===== src/rtl/branch_pred_ctrl.sv =====
// Fetch-side branch predictor and mispredict redirect/flush controller.
// A direct-mapped table of 2-bit saturating counters gives fetch its
// prediction. EX-resolved branches train the table. A misprediction produces
// a one-cycle redirect followed by a FLUSH_CYC-cycle flush window.
// Optional feature macro: BRANCH_PRED_STATS_EN enables the branch and
// mispredict statistics counters. When it is undefined, both ports read 0.
module branch_pred_ctrl #(
  parameter int ENTRIES   = 16,
  parameter int IDX_W     = $clog2(ENTRIES),
  parameter int FLUSH_CYC = 2
) (
  input  logic        clk,
  input  logic        rst_n,
  input  logic        f_valid,
  input  logic [31:0] f_pc,
  output logic        pred_taken,
  input  logic        ex_valid,
  input  logic [31:0] ex_pc,
  input  logic [4:0]  ex_br_op,
  input  logic        ex_taken,
  input  logic        ex_pred_taken,
  input  logic [31:0] ex_target,
  output logic        redirect,
  output logic [31:0] redirect_pc,
  output logic        flush,
  output logic        busy,
  output logic [31:0] branch_cnt,
  output logic [31:0] mispred_cnt
);

  typedef enum logic {IDLE = 1'b0, FLUSH = 1'b1} state_t;

  state_t      state;
  logic [2:0]  fcnt;
  logic [1:0]  ctr [ENTRIES];

  logic [IDX_W-1:0] f_idx;
  logic [IDX_W-1:0] ex_idx;
  logic             is_cond;
  logic             is_jal;
  logic             resolve;
  logic             actual;
  logic             mispred;
  logic [31:0]      correct_pc;
  logic             unused_fpc;

  function automatic logic [1:0] ctr_inc(input logic [1:0] c);
    return (c == 2'b11) ? c : c + 2'd1;
  endfunction

  function automatic logic [1:0] ctr_dec(input logic [1:0] c);
    return (c == 2'b00) ? c : c - 2'd1;
  endfunction

  assign f_idx      = f_pc[IDX_W+1:2];
  assign ex_idx     = ex_pc[IDX_W+1:2];
  assign unused_fpc = ^{f_pc[31:IDX_W+2], f_pc[1:0]};

  // Fetch-side prediction. This reads the current (pre-edge) counter value.
  assign pred_taken = f_valid & ctr[f_idx][1];

  // Decode the EX opcode into conditional, JAL, or non-branch.
  always_comb begin
    is_cond = 1'b0;
    case (ex_br_op)
      5'b01000, 5'b01001, 5'b01100,
      5'b01101, 5'b01110, 5'b01111: is_cond = 1'b1;
      default:                      is_cond = 1'b0;
    endcase
  end

  assign is_jal     = (ex_br_op == 5'b11111);
  // EX inputs seen while flushing belong to the wrong path.
  assign resolve    = ex_valid & (state == IDLE);
  assign actual     = is_cond ? ex_taken : is_jal;
  assign mispred    = resolve & (actual != ex_pred_taken);
  assign correct_pc = actual ? ex_target : (ex_pc + 32'd4);

  // Counter table training. Only conditional branches move a counter.
  always_ff @(posedge clk or negedge rst_n) begin
    if (!rst_n) begin
      for (int i = 0; i < ENTRIES; i++) ctr[i] <= 2'b01;
    end else if (resolve && is_cond) begin
      ctr[ex_idx] <= ex_taken ? ctr_inc(ctr[ex_idx]) : ctr_dec(ctr[ex_idx]);
    end
  end

  // Redirect/flush FSM. All of its outputs are registered.
  always_ff @(posedge clk or negedge rst_n) begin
    if (!rst_n) begin
      state       <= IDLE;
      fcnt        <= 3'd0;
      redirect    <= 1'b0;
      redirect_pc <= 32'd0;
      flush       <= 1'b0;
      busy        <= 1'b0;
    end else begin
      case (state)
        IDLE: begin
          redirect <= 1'b0;
          if (mispred) begin
            state       <= FLUSH;
            fcnt        <= 3'(FLUSH_CYC - 1);
            redirect    <= 1'b1;
            redirect_pc <= correct_pc;
            flush       <= 1'b1;
            busy        <= 1'b1;
          end
        end
        FLUSH: begin
          redirect <= 1'b0;
          if (fcnt == 3'd0) begin
            state <= IDLE;
            flush <= 1'b0;
            busy  <= 1'b0;
          end else begin
            fcnt <= fcnt - 3'd1;
          end
        end
        default: begin
          state    <= IDLE;
          redirect <= 1'b0;
          flush    <= 1'b0;
          busy     <= 1'b0;
        end
      endcase
    end
  end

`ifdef BRANCH_PRED_STATS_EN
  function automatic logic [31:0] stat_inc(input logic [31:0] v);
    return (v == 32'hFFFF_FFFF) ? v : v + 32'd1;
  endfunction

  // Saturating statistics counters, advanced on resolve events only.
  always_ff @(posedge clk or negedge rst_n) begin
    if (!rst_n) begin
      branch_cnt  <= 32'd0;
      mispred_cnt <= 32'd0;
    end else begin
      if (resolve && (is_cond || is_jal)) branch_cnt <= stat_inc(branch_cnt);
      if (mispred) mispred_cnt <= stat_inc(mispred_cnt);
    end
  end
`else
  assign branch_cnt  = 32'd0;
  assign mispred_cnt = 32'd0;
`endif

endmodule


===== config.mk =====
export PLATFORM = sky130hd
export DESIGN_NAME = branch_pred_ctrl
export DESIGN_NICKNAME = d
export VERILOG_FILES = /design/src/rtl/branch_pred_ctrl.sv
export SDC_FILE = /design/constraint.sdc
export NUM_CORES = 1
export LEC_CHECK = 0
export BUFFER_PORTS_ARGS = -buffer_cell sky130_fd_sc_hd__buf_2
export CORE_MARGIN = 1.5
export CORE_UTILIZATION = 45
export CTS_CLUSTER_SIZE = 8
export DETAILED_ROUTE_END_ITERATION = 8
export GPL_TIMING_DRIVEN = 0
export PLACE_DENSITY_LB_ADDON = 0.08
export SYNTH_ARGS = -nofsm -noshare
export SYNTH_HDL_FRONTEND = slang
export SYNTH_SLANG_ARGS = --single-unit

===== constraint.sdc =====
create_clock -name clk -period 2.7 [get_ports clk]
set_clock_uncertainty 0.15 [all_clocks]
set_input_delay 0.54 -clock clk [delete_from_list [all_inputs] [get_ports clk]]
set_output_delay 0.54 -clock clk [all_outputs]
set_load 0.05 [all_outputs]

---- Word level (Yosys, flattened, before mapping) ----
Index checks and enable logic that the tools add are counted.
storage, ports and cells
  output and inout port bits .............. 100
  word-level logic and storage cells ...... 79
  bits in registers ....................... 70
operators by class
  equality and inequality tests ........... 12
  magnitude comparators ................... 3
  add/subtract/negate cells ............... 4
  reduce and logical (&&, ||, !) cells .... 8
  bitwise gates (word level) .............. 6
  mux-type cells .......................... 25
operators with widths
  cell                                                                    number
  32-bit by 3-bit adder with 32-bit output (second input constant)        1
  32-bit bitwise mux                                                      1
  32-bit two-way mux                                                      1
  5-bit by 4-bit equality test with 1-bit output (second input constant)  6
  2-bit binary-select mux with 4-bit select                               2
  2-bit two-way mux                                                       8
  5-bit >= comparator (second input constant)                             2
  4-bit NOT with 5-bit output                                             2
  2-bit demux with 4-bit select                                           1
  1-bit two-way mux                                                       6
  3-bit two-way mux                                                       2
  1-bit case mux with 2 select lines                                      3
  3-bit case mux with 2 select lines                                      1
  2-bit AND reduction                                                     3
  6-bit OR reduction                                                      1
  5-bit equality test (second input constant)                             1
  5-bit by 1-bit < comparator with 1-bit output (second input constant)   1
  2-bit inequality test (second input constant)                           2
  1-bit AND                                                               3
  3-bit logical NOT                                                       1
  3-bit by 1-bit subtractor with 3-bit output (second input constant)     1
  2-bit by 1-bit adder with 2-bit output (second input constant)          1
  2-bit equality test (second input constant)                             1
  1-bit logical AND                                                       2
  5 further kinds                                                         5

---- Longest topological paths before layout ----
Gate-level depths: netlist of the first run.
  depth in word-level cells ............... 8
  mapped depth ............................ 8
  mapped depth without buffers ............ 6

---- Worst setup path after synthesis of the first run ----
No wires, ideal clock.
  kind .................................... input -> output
  start ................................... input port f_pc[2]
  end ..................................... output port pred_taken
  data arrival time ....................... 1.783 ns
  data required time ...................... 2.010 ns
  path buffers ............................ 0
  path slack .............................. 0.227 ns
  cell stages on the path ................. 3
  cell sequence ........................... mux4_2 > mux4_2 > and2_1
between the ends
  cells in the longest elaborated chain, start to end .. 5
RTL lines
  item                                                   line  text
  from (decl)                                            15    input logic [31:0] f_pc,
  4-bit NOT with 5-bit output (implied by the code)      60    assign pred_taken = f_valid & ctr[f_idx][1];
  2-bit binary-select mux with 4-bit select              60
  2-bit two-way mux (implied by the code) (2 in series)  60
  1-bit AND                                              60
  to (decl)                                              16    output logic pred_taken,
Every way passes these cells. The select of a mux whose other input is x is not followed.

---- Final worst setup path of the first run ----
  start ................................... register ctr[5] in the netlist's numbering
  end ..................................... output port pred_taken
between the ends
  cells in the longest elaborated chain, start to end .. 4
RTL lines
  item                                                   line  text
  from (decl)                                            35    logic [1:0] ctr [ENTRIES];
  from (signal, indexed assignment)                      84    ctr[ex_idx] <= ex_taken ? ctr_inc(ctr[ex_idx]) : ctr_dec(ctr[ex_idx]);
  2-bit binary-select mux with 4-bit select              60
  2-bit two-way mux (implied by the code) (2 in series)  60
  1-bit AND                                              60
Every way passes these cells. The select of a mux whose other input is x is not followed.

==> results of run 1 <==
[registers in the layout, indices dropped and copies added, names as in the netlist]
name and flops:
ctr 32, redirect_pc 32, fcnt 3, busy 1
redirect 1, state 1
[Yosys cell counts, types with 3 or more instances]
library cell	instances
nor4_1	4
mux2i_1	9
buf_4	65
a222oi_1	6
nor3_1	13
a32o_1	3
and3_1	8
dfrtp_1	54
mux2_2	42
nand4_1	8
nand2_1	35
nand3_1	34
nor2b_1	6
buf_2	6
ha_1	6
o21ai_0	19
a22oi_1	4
mux4_2	13
a21oi_1	12
or3_1	3
xnor2_1	10
o22ai_1	3
clkbuf_1	11
maj3_2	4
and4_1	4
dfstp_2	16
xor2_1	10
o221ai_1	3
nor2_1	12
inv_1	13
[repair_timing]
item                       4_1_cts  5_1_grt
pin swaps                        1        0
resized for setup                4        1
setup buffers                    0        1
setup endpoints to repair        1        5
[kinds of logic (layout without fill, tap and decap cells)]
group / count (synthesis) / after routing
buffers and inverters: 99 / 228
AND/OR/NAND/NOR: 135 / 135
AO/OA/AOI/OAI: 69 / 69
multiplexers: 64 / 64
XOR/XNOR: 20 / 20
other: 1 / 64
adder cells (fa/ha/maj): 10 / 10
flip-flops: 70 / 70
[per-layer routing]
layer	vias to the layer above	global-route usage (%)
met1	1924	28.0
met5	-	0
met3	13	5.01
li1	1949	-
met4	0	5.68
met2	158	37.4
[critical path, stage by stage, from the launching register on]
cell and delay [ps]:
dfrtp_1 400, mux4_2 480, mux4_2 490, and2_4 160, buf_8 140
[through the flow]
step | area, um^2 | instances
5_1_grt | 5940 | 796
3_5_place_dp | 5690 | 779
4_1_cts | 5920 | 795
2_1_floorplan | 4950 | 531
3_3_place_gp | 5690 | 779
6_report | 5940 | 796
[power by group through the flow]
stage	clock, mW	combinational [mW]	sequential (mW)
after floorplan	0	0.893	2.40
after global placement	0	2.24	1.55
after detailed placement	0	2.27	1.57
after CTS	0.974	2.27	1.55
after global routing	1.02	2.40	1.59
final	0.959	2.26	1.55
[area by class of cell]
cell class                 count  share of cell area (%)
inverter                      15                   0.948
buffer                        84                    9.67
clock buffer                  10                    2.32
multi-input combinational    362                    43.1
timing repair buffer         113                    9.78
clock inverter                 6                    1.43
sequential                    70                    29.8
tap                          136                    2.87
[worst paths after layout]
kind	start	end
worst min register to register	redirect_pc[22]$_DFFE_PN0P_	redirect_pc[22]$_DFFE_PN0P_
worst max-delay path	ctr[5]$_DFFE_PN0P_	pred_taken
max in group asynchronous	rst_n	ctr[19]$_DFFE_PN0P_
min in group clk	ex_target[18]	redirect_pc[18]$_DFFE_PN0P_
worst min-delay path	rst_n	redirect_pc[24]$_DFFE_PN0P_
worst max register to register	state$_DFF_PN0_	redirect_pc[11]$_DFFE_PN0P_
==> flow_summary.toml, run 1 <==
[final_layout]
final_util_pct = 58.0
mostFrequentLayoutCells = "buf_2 (116), buf_4 (67), conb_1 (64)"
nFillCells = 946
multiInputGateArea_mm2 = 0.00256
syn_to_final_growth_pct = 25.8
final_nets = 768
drive_gt1_share_pct = 42.9
diodes = 0
final_common_cell = "buf_2"
seqCellArea_mm2 = 0.00177

[die]
die_h_um = 105
start_util_pct = 46.1
rows = 37
dieArea_mm2 = 0.0111
io_pins = 207
coreArea_mm2 = 0.0102
die_w_um = 105

[power]
p_sw_share_pct = 46.6
seq_power_share_pct = 32.5
p_leak_nw = 2.95
p_switching_mw = 2.23
ir_worst_vdd_uv = 377
p_clk_share_pct = 20.1
p_int_mw = 2.55
p_total_mw = 4.77
comb_power_share_pct = 47.4
power.density_mw_per_mm2 = 804

[yosys]
netlist_top_cells_area = "dfrtp_1 (29%), buf_4 (10%), mux2_2 (10%)"
synth_xor_area_share_pct = 3.71
synth-seq-area-share_pct = 37.5
syn_area_mm2 = 0.00472
yosys.area_share.simple_pct = 14.6
synth-edff-count = 0
synth-main-ff-cell = "dfrtp_1"
synth_warnings = 0
synth_top_family_by_area = "multiplexers"
ys_async_sr_fraction_pct = 100
syn_area_per_cell_um2 = 10.1
synth.largest_area_cell = "dfrtp_1"
synth_top_area_share_pct = 28.6
synth_compound_area_share_pct = 10.1
synth.area.mux_share_pct = 18.1
synth_fa_ha_area_share_pct = 2.55
ys_ff_latch = 70
netlist_instances = 468
yosys.cell_types.count = 56

[route]
vias = 4044
dr_wl_met3_um = 900
highest_layer = "met4"
drtIter0Drc = 203
wl_met2_um = 6010
wire_per_inst_um = 15.2
vias_per_cell = 5.08
ant_nets = 0
drt-met1-wl_um = 5070
drt_drc_violations_left = 0
drtPass1Iterations = 5
routed_wl_um = 12100

[critical_path]
crit_type = "reg -> out"
end_kind = "output pin"
arrival_ps = 2030
r2r_slack_ps = 210
worst-r2r-cell-count = 6
cp_max_fo = 3
start_kind = "register"
critPathRequiredTime_ps = 2010

[global_routing]
grt_pass1_vias = 3688
grt_antenna_before_repair = 0
grt_usage_pct = 21.9
grt_pass1_wl_um = 18700
grt_max_degree = 71
grt-ovfl-total = 0

[sta]
tightest_slew_ps = 1120
finalCritPeriodShare_pct = 101
final-max-slew-violation-count = 0
hold_violations = 0
slew_headroom_pct = 24.6
setup_tns_ps = -16.1
rsz0062_at_grt = "true"
fin_ws_ps = -16.1
setup_viol = 1
min_period_ps = 2720
max_freq_mhz = 368
holdWs_ps = 162

[clocking]
cts-root-buf = "clkbuf_8"
cts.path.max_buffers = 2
clock_latency_ps = 350
cts_buffers = 9
cts-htree-levels = 3
cts_sinks = 70
cts_hold_buf = 0
clk_pin_slew_ps = 80
tritoncts = "yes"

[worst_hold_path]
hold_path_class = "in -> async"

[run]
cap_violations = 0

[run_status]
violations = "setup timing"
status = "complete, but fails checks"

[place]
hpwl_um = 9360
pre_cts_ws_ps = -233
portBuffers = 112
gp_congestion = 0.834
(Power assumes the default switching activity.)
==> run 2: changes to the inputs <==
REMOVE_ABC_BUFFERS = 1   (was unset)
SLEW_MARGIN = 20   (was unset)
==> flow_summary.toml, run 2 (same netlist as run 1, synthesis figures left out) <==
[critical_path]
crit_type = "in -> out"
cp_max_fo = 4
start_kind = "primary input"
worst-r2r-cell-count = 5
r2r_end = "ctr[13]$_DFFE_PN0P_"
arrival_ps = 1990
cp_slowest_cell = "mux4_2"
r2r_slack_ps = 300
r2r-start = "state$_DFF_PN0_"
path_buf_inv = 2
end_kind = "output pin"
cp_common_cell = "mux4_2"
crit_family = "multiplexers"
crit_chain = "buf_2, mux4_2, mux4_2, and2_4, buf_8"
critPathRequiredTime_ps = 2010
slowest_delay_ps = 500

[global_routing]
grt-ovfl-total = 0
grt_usage_pct = 20.8
grt_pass1_wl_um = 18100
grt_antenna_before_repair = 0
grt_pass1_vias = 3629
grt_max_degree = 52

[route]
vias = 3803
drtPass1Iterations = 4
drtIter0Drc = 153
ant_nets = 0
vias_per_cell = 5.29
drt_drc_violations_left = 0
routed_wl_um = 11500
wire_per_inst_um = 16.0

[sta]
hold_violations = 0
final-max-slew-violation-count = 0
finalCritPeriodShare_pct = 99.2
slew_headroom_pct = 33.8
tightest_slew_ps = 985
setup_viol = 0
max_freq_mhz = 373
rsz0062_at_grt = "true"
setup_tns_ps = 0
min_period_ps = 2680

[power]
p_total_mw = 4.70
power.density_mw_per_mm2 = 856
p_leak_nw = 2.62
ir_worst_vdd_uv = 382

[final_layout]
seqCellArea_mm2 = 0.00177
drive_gt1_share_pct = 38.4
syn_to_final_growth_pct = 16.5
reg_top3 = "ctr: 32 flops, redirect_pc: 32 flops, fcnt: 3 flops"
final_common_cell = "buf_2"
mostFrequentLayoutCells = "buf_2 (114), conb_1 (64), dfrtp_1 (54)"
nFillCells = 956
multiInputGateArea_mm2 = 0.00261
diodes = 0
final_nets = 691

[worst_hold_path]
hold_path_class = "in -> reg"
whs_endpoint = "redirect_pc[18]$_DFFE_PN0P_"
worstHoldStart = "ex_target[18]"
whs_path_depth = 3

[die]
start_util_pct = 46.1
io_pins = 207
rows = 37
die_w_um = 105
dieArea_mm2 = 0.0111
coreArea_mm2 = 0.0102
die_h_um = 105

[clocking]
cts-htree-levels = 3
cts_buffers = 9
clk_pin_slew_ps = 80
clock_latency_ps = 340
tritoncts = "yes"
cts-root-buf = "clkbuf_8"
cts.path.max_buffers = 2
cts_sinks = 70

[place]
portBuffers = 114
hpwl_um = 8560
gp_congestion = 0.770

[run]
cap_violations = 0

[run_status]
status = "complete, no violations"
## run 2: stage by stage
step	instance area, um^2	setup slack [ps]	util (%)	hold slack, ps	std cells
2_1_floorplan	4380	85.2	-	94.4	447
3_3_place_gp	5120	-1220	50.1	309	697
3_5_place_dp	5190	-610	50.8	305	701
4_1_cts	5470	7.46	53.5	314	719
5_1_grt	5500	-35.8	53.7	342	719
6_report	5500	22.6	53.7	330	719
## run 2: worst max-delay path by stage
stage / start / cells after the start / end / slack, ps
2_1_floorplan: ex_pc[6] / 5 / redirect_pc[23]$_DFFE_PN0P_ / 90
5_1_grt: ctr[11]$_DFFE_PN0P_ / 4 / pred_taken / -40
4_1_cts: ctr[21]$_DFFE_PN0P_ / 4 / pred_taken / 7
3_3_place_gp: ex_pc[2] / 7 / redirect_pc[24]$_DFFE_PN0P_ / -1220
6_report: f_pc[2] / 5 / pred_taken / 20
3_5_place_dp: ex_pred_taken / 7 / redirect_pc[11]$_DFFE_PN0P_ / -610
## run 2: layer usage
| layer | vias to the layer above | GRT usage [%] | routed length, um |
|---|---|---|---|
| met3 | 17 | 4.08 | 607 |
| met2 | 130 | 37.0 | 5910 |
| met4 | 0 | 6.75 | 191 |
| met1 | 1865 | 25.4 | 4770 |
| li1 | 1791 | - | - |
| met5 | - | 0 | 0 |
## run 2: area by class of cell
cell class / instances / share of cell area [%]
multi-input cells: 362 / 47.5
well taps: 136 / 3.10
inverters: 15 / 1.02
repair buffers: 120 / 11.9
clock buffers: 11 / 2.75
flip-flops and latches: 70 / 32.2
clock inverters: 5 / 1.48
## run 2: worst register-to-register path, delay by kind of cell (launching register included)
kind	cells	cell delay, ps
mux	1	300
simple gates	4	1430
flops	1	420
## run 2: report_power, final
| group | switching [mW] | internal, mW | leakage, nW | total, mW |
|---|---|---|---|---|
| registers | 0.174 | 1.37 | 0.847 | 1.55 |
| logic | 1.61 | 0.570 | 1.65 | 2.18 |
| clock network | 0.408 | 0.571 | 0.116 | 0.979 |
| total | 2.19 | 2.51 | 2.62 | 4.70 |
## run 2: repair_timing
| action | in CTS | in global routing |
|---|---|---|
| endpoints found under the hold margin | 19 | 0 |
| setup buffers | 1 | 0 |
| gates resized for setup | 6 | 4 |
| hold buffers | 1 | 0 |
| setup endpoints to repair | 7 | 11 |
| pin swaps | 1 | 0 |
==> run 3: changes to the inputs <==
ABC_AREA = 1   (was unset)
==> flow_summary.toml, run 3 <==
[run_status]
status = "complete, but fails checks"
violations = "hold timing"

[critical_path]
worst-r2r-cell-count = 12
r2r_end = "ctr[14]$_DFFE_PN1P_"
cp_common_cell = "nand2_1"
crit_chain = "buf_2, inv_1, o21ai_1, nor2_1, nand2_1, nand2_2, nand2_1, nand3_2, clkinvlp_4, o211ai_1, nand2_1"
slowest_delay_ps = 480
start_kind = "primary input"
cp_slowest_cell = "clkinvlp_4"
end_kind = "register"
r2r-start = "ctr[13]$_DFFE_PN0P_"
path_buf_inv = 3
r2r_slack_ps = 750
crit_family = "simple AND/OR/NAND/NOR gates"
cp_max_fo = 22
crit_type = "in -> reg"
arrival_ps = 2430
critPathRequiredTime_ps = 2770

[run]
cap_violations = 0

[sta]
setup_viol = 0
tightest_slew_ps = 520
min_period_ps = 2360
finalCritPeriodShare_pct = 87.3
holdWs_ps = -0.352
rsz0062_at_grt = "false"
max_freq_mhz = 424
fin_ws_ps = 342
final-max-slew-violation-count = 0
slew_headroom_pct = 65.3
hold_violations = 1

[route]
drtIter0Drc = 258
wire_per_inst_um = 13.2
drtPass1Iterations = 5
vias = 5027
ant_nets = 0
drt_drc_violations_left = 0
vias_per_cell = 4.82
routed_wl_um = 13800

[final_layout]
syn_to_final_growth_pct = 14.9
nFillCells = 1165
final_nets = 1008
multiInputGateArea_mm2 = 0.00272
reg_top3 = "ctr: 32 flops, redirect_pc: 32 flops, fcnt: 3 flops"
mostFrequentLayoutCells = "nand2_1 (283), buf_2 (113), inv_1 (81)"
fin_area_mm2 = 0.00597
diodes = 0
final_common_cell = "nand2_1"
seqCellArea_mm2 = 0.00177
drive_gt1_share_pct = 19.4

[yosys]
ys_async_sr_fraction_pct = 100
synth_top_area_share_pct = 26.0
synth-seq-area-share_pct = 34.1
syn_area_mm2 = 0.00520
synth.largest_area_cell = "dfrtp_1"
netlist_instances = 790
yosysMostFrequentCell = "nand2_1"
synth-main-ff-cell = "dfrtp_1"
synthTopCellsByCount = "nand2_1 (284), inv_1 (83), nor2_1 (77)"
ys_ff_latch = 70
syn_area_per_cell_um2 = 6.58
synth-edff-count = 0
yosys.cell_types.count = 35
synth_warnings = 0
netlist_top_cells_area = "dfrtp_1 (26%), nand2_1 (21%), buf_4 (9.5%)"

[worst_hold_path]
hold_path_class = "in -> async"

[place]
gp_congestion = 0.848
pre_cts_ws_ps = -305
portBuffers = 114
place_area_mm2 = 0.00564
hpwl_um = 10300

[global_routing]
grt_pass1_wl_um = 23400
grt-ovfl-total = 0
grt_usage_pct = 23.5
grt_antenna_before_repair = 0
grt_max_degree = 40
grt_pass1_vias = 4960

[die]
rows = 39
dieArea_mm2 = 0.0122
die_h_um = 110
io_pins = 207
start_util_pct = 45.9
die_w_um = 110
coreArea_mm2 = 0.0113

[power]
power.density_mw_per_mm2 = 855
ir_worst_vdd_uv = 608
p_leak_nw = 3.28

[clocking]
clk_pin_slew_ps = 60
cts_sinks = 70
cts-root-buf = "clkbuf_16"
clock_latency_ps = 340
cts_setup_buffers = 0
cts-htree-levels = 3
tritoncts = "yes"
cts_buffers = 9
cts.path.max_buffers = 2
## run 3: cell count changes in the layout (fill, tap and decap cells not counted), sizes merged, moves of 7 or more
cell and change:
nand2 +256, inv +73, nor2 +71, mux2 -42, nand3 +27, mux4 -13
o211ai +13, o21ai +11, mux2i -9, and3 -8, xnor2 -7
## run 3: report_power, final
group / switching [mW] / leakage, nW / internal [mW] / total (mW)
Clock: 0.459 / 0.155 / 0.817 / 1.28
Sequential: 0.171 / 0.855 / 1.41 / 1.58
Combinational: 1.76 / 2.27 / 0.493 / 2.25
## run 3: cell families after synthesis
logic type / share of synthesized area [%]
fa+ha+maj: 1.44
flops: 34.1
simple gates: 37.7
buf+inv: 18.3
xor+xnor: 1.85
compound gates: 6.55
other cells: 0.0722
## run 3: repair_timing
item | in CTS | in global routing
endpoints found under the hold margin | 0 | 0
resized for setup | 0 | 2
hold buffers | 0 | 0
endpoints found under the setup margin | 0 | 21
## run 3: through the flow
step,power [mW],cells,hold WS (ps),TNS (ps),util (%)
finish,5.10,1043,-0.352,0,52.7
global route,5.39,1043,19.9,0,52.7
CTS,5.15,1043,1.05,0,52.7
detailed placement,3.85,1027,306,-5030,49.8
global placement,3.80,1024,305,-46760,49.2
floorplan,3.26,767,94.4,-7220,-
## run 3: layout make-up
type / count / share of cell area (%)
inverters: 88 / 5.64
clock buffers: 14 / 4.76
clock inverters: 2 / 0.629
well taps: 143 / 3.00
flip-flops and latches: 70 / 29.7
multi-input cells: 609 / 45.6
repair buffers: 117 / 10.7
## run 3: layer usage
metal / GRT usage, % / vias up / wire, um
met2: 41.0 / 152 / 6800
met3: 5.82 / 11 / 837
li1: - / 2541 / -
met4: 6.24 / 0 / 144
met1: 28.9 / 2323 / 6040
met5: 0 / - / 0
## run 3: worst max-delay path by stage
stage          slack, ps         from  cells past startpoint                    endpoint
6_report             340  ex_br_op[1]                     11  redirect_pc[1]$_DFFE_PN0P_
5_1_grt              140     ex_pc[2]                     13          ctr[0]$_DFFE_PN1P_
4_1_cts               70  ex_br_op[1]                     11  redirect_pc[1]$_DFFE_PN0P_
3_5_place_dp        -310  ex_br_op[1]                     11  redirect_pc[1]$_DFFE_PN0P_
3_3_place_gp       -1680  ex_br_op[2]                     10  redirect_pc[7]$_DFFE_PN0P_
2_1_floorplan       -360  ex_br_op[1]                     10  redirect_pc[0]$_DFFE_PN0P_
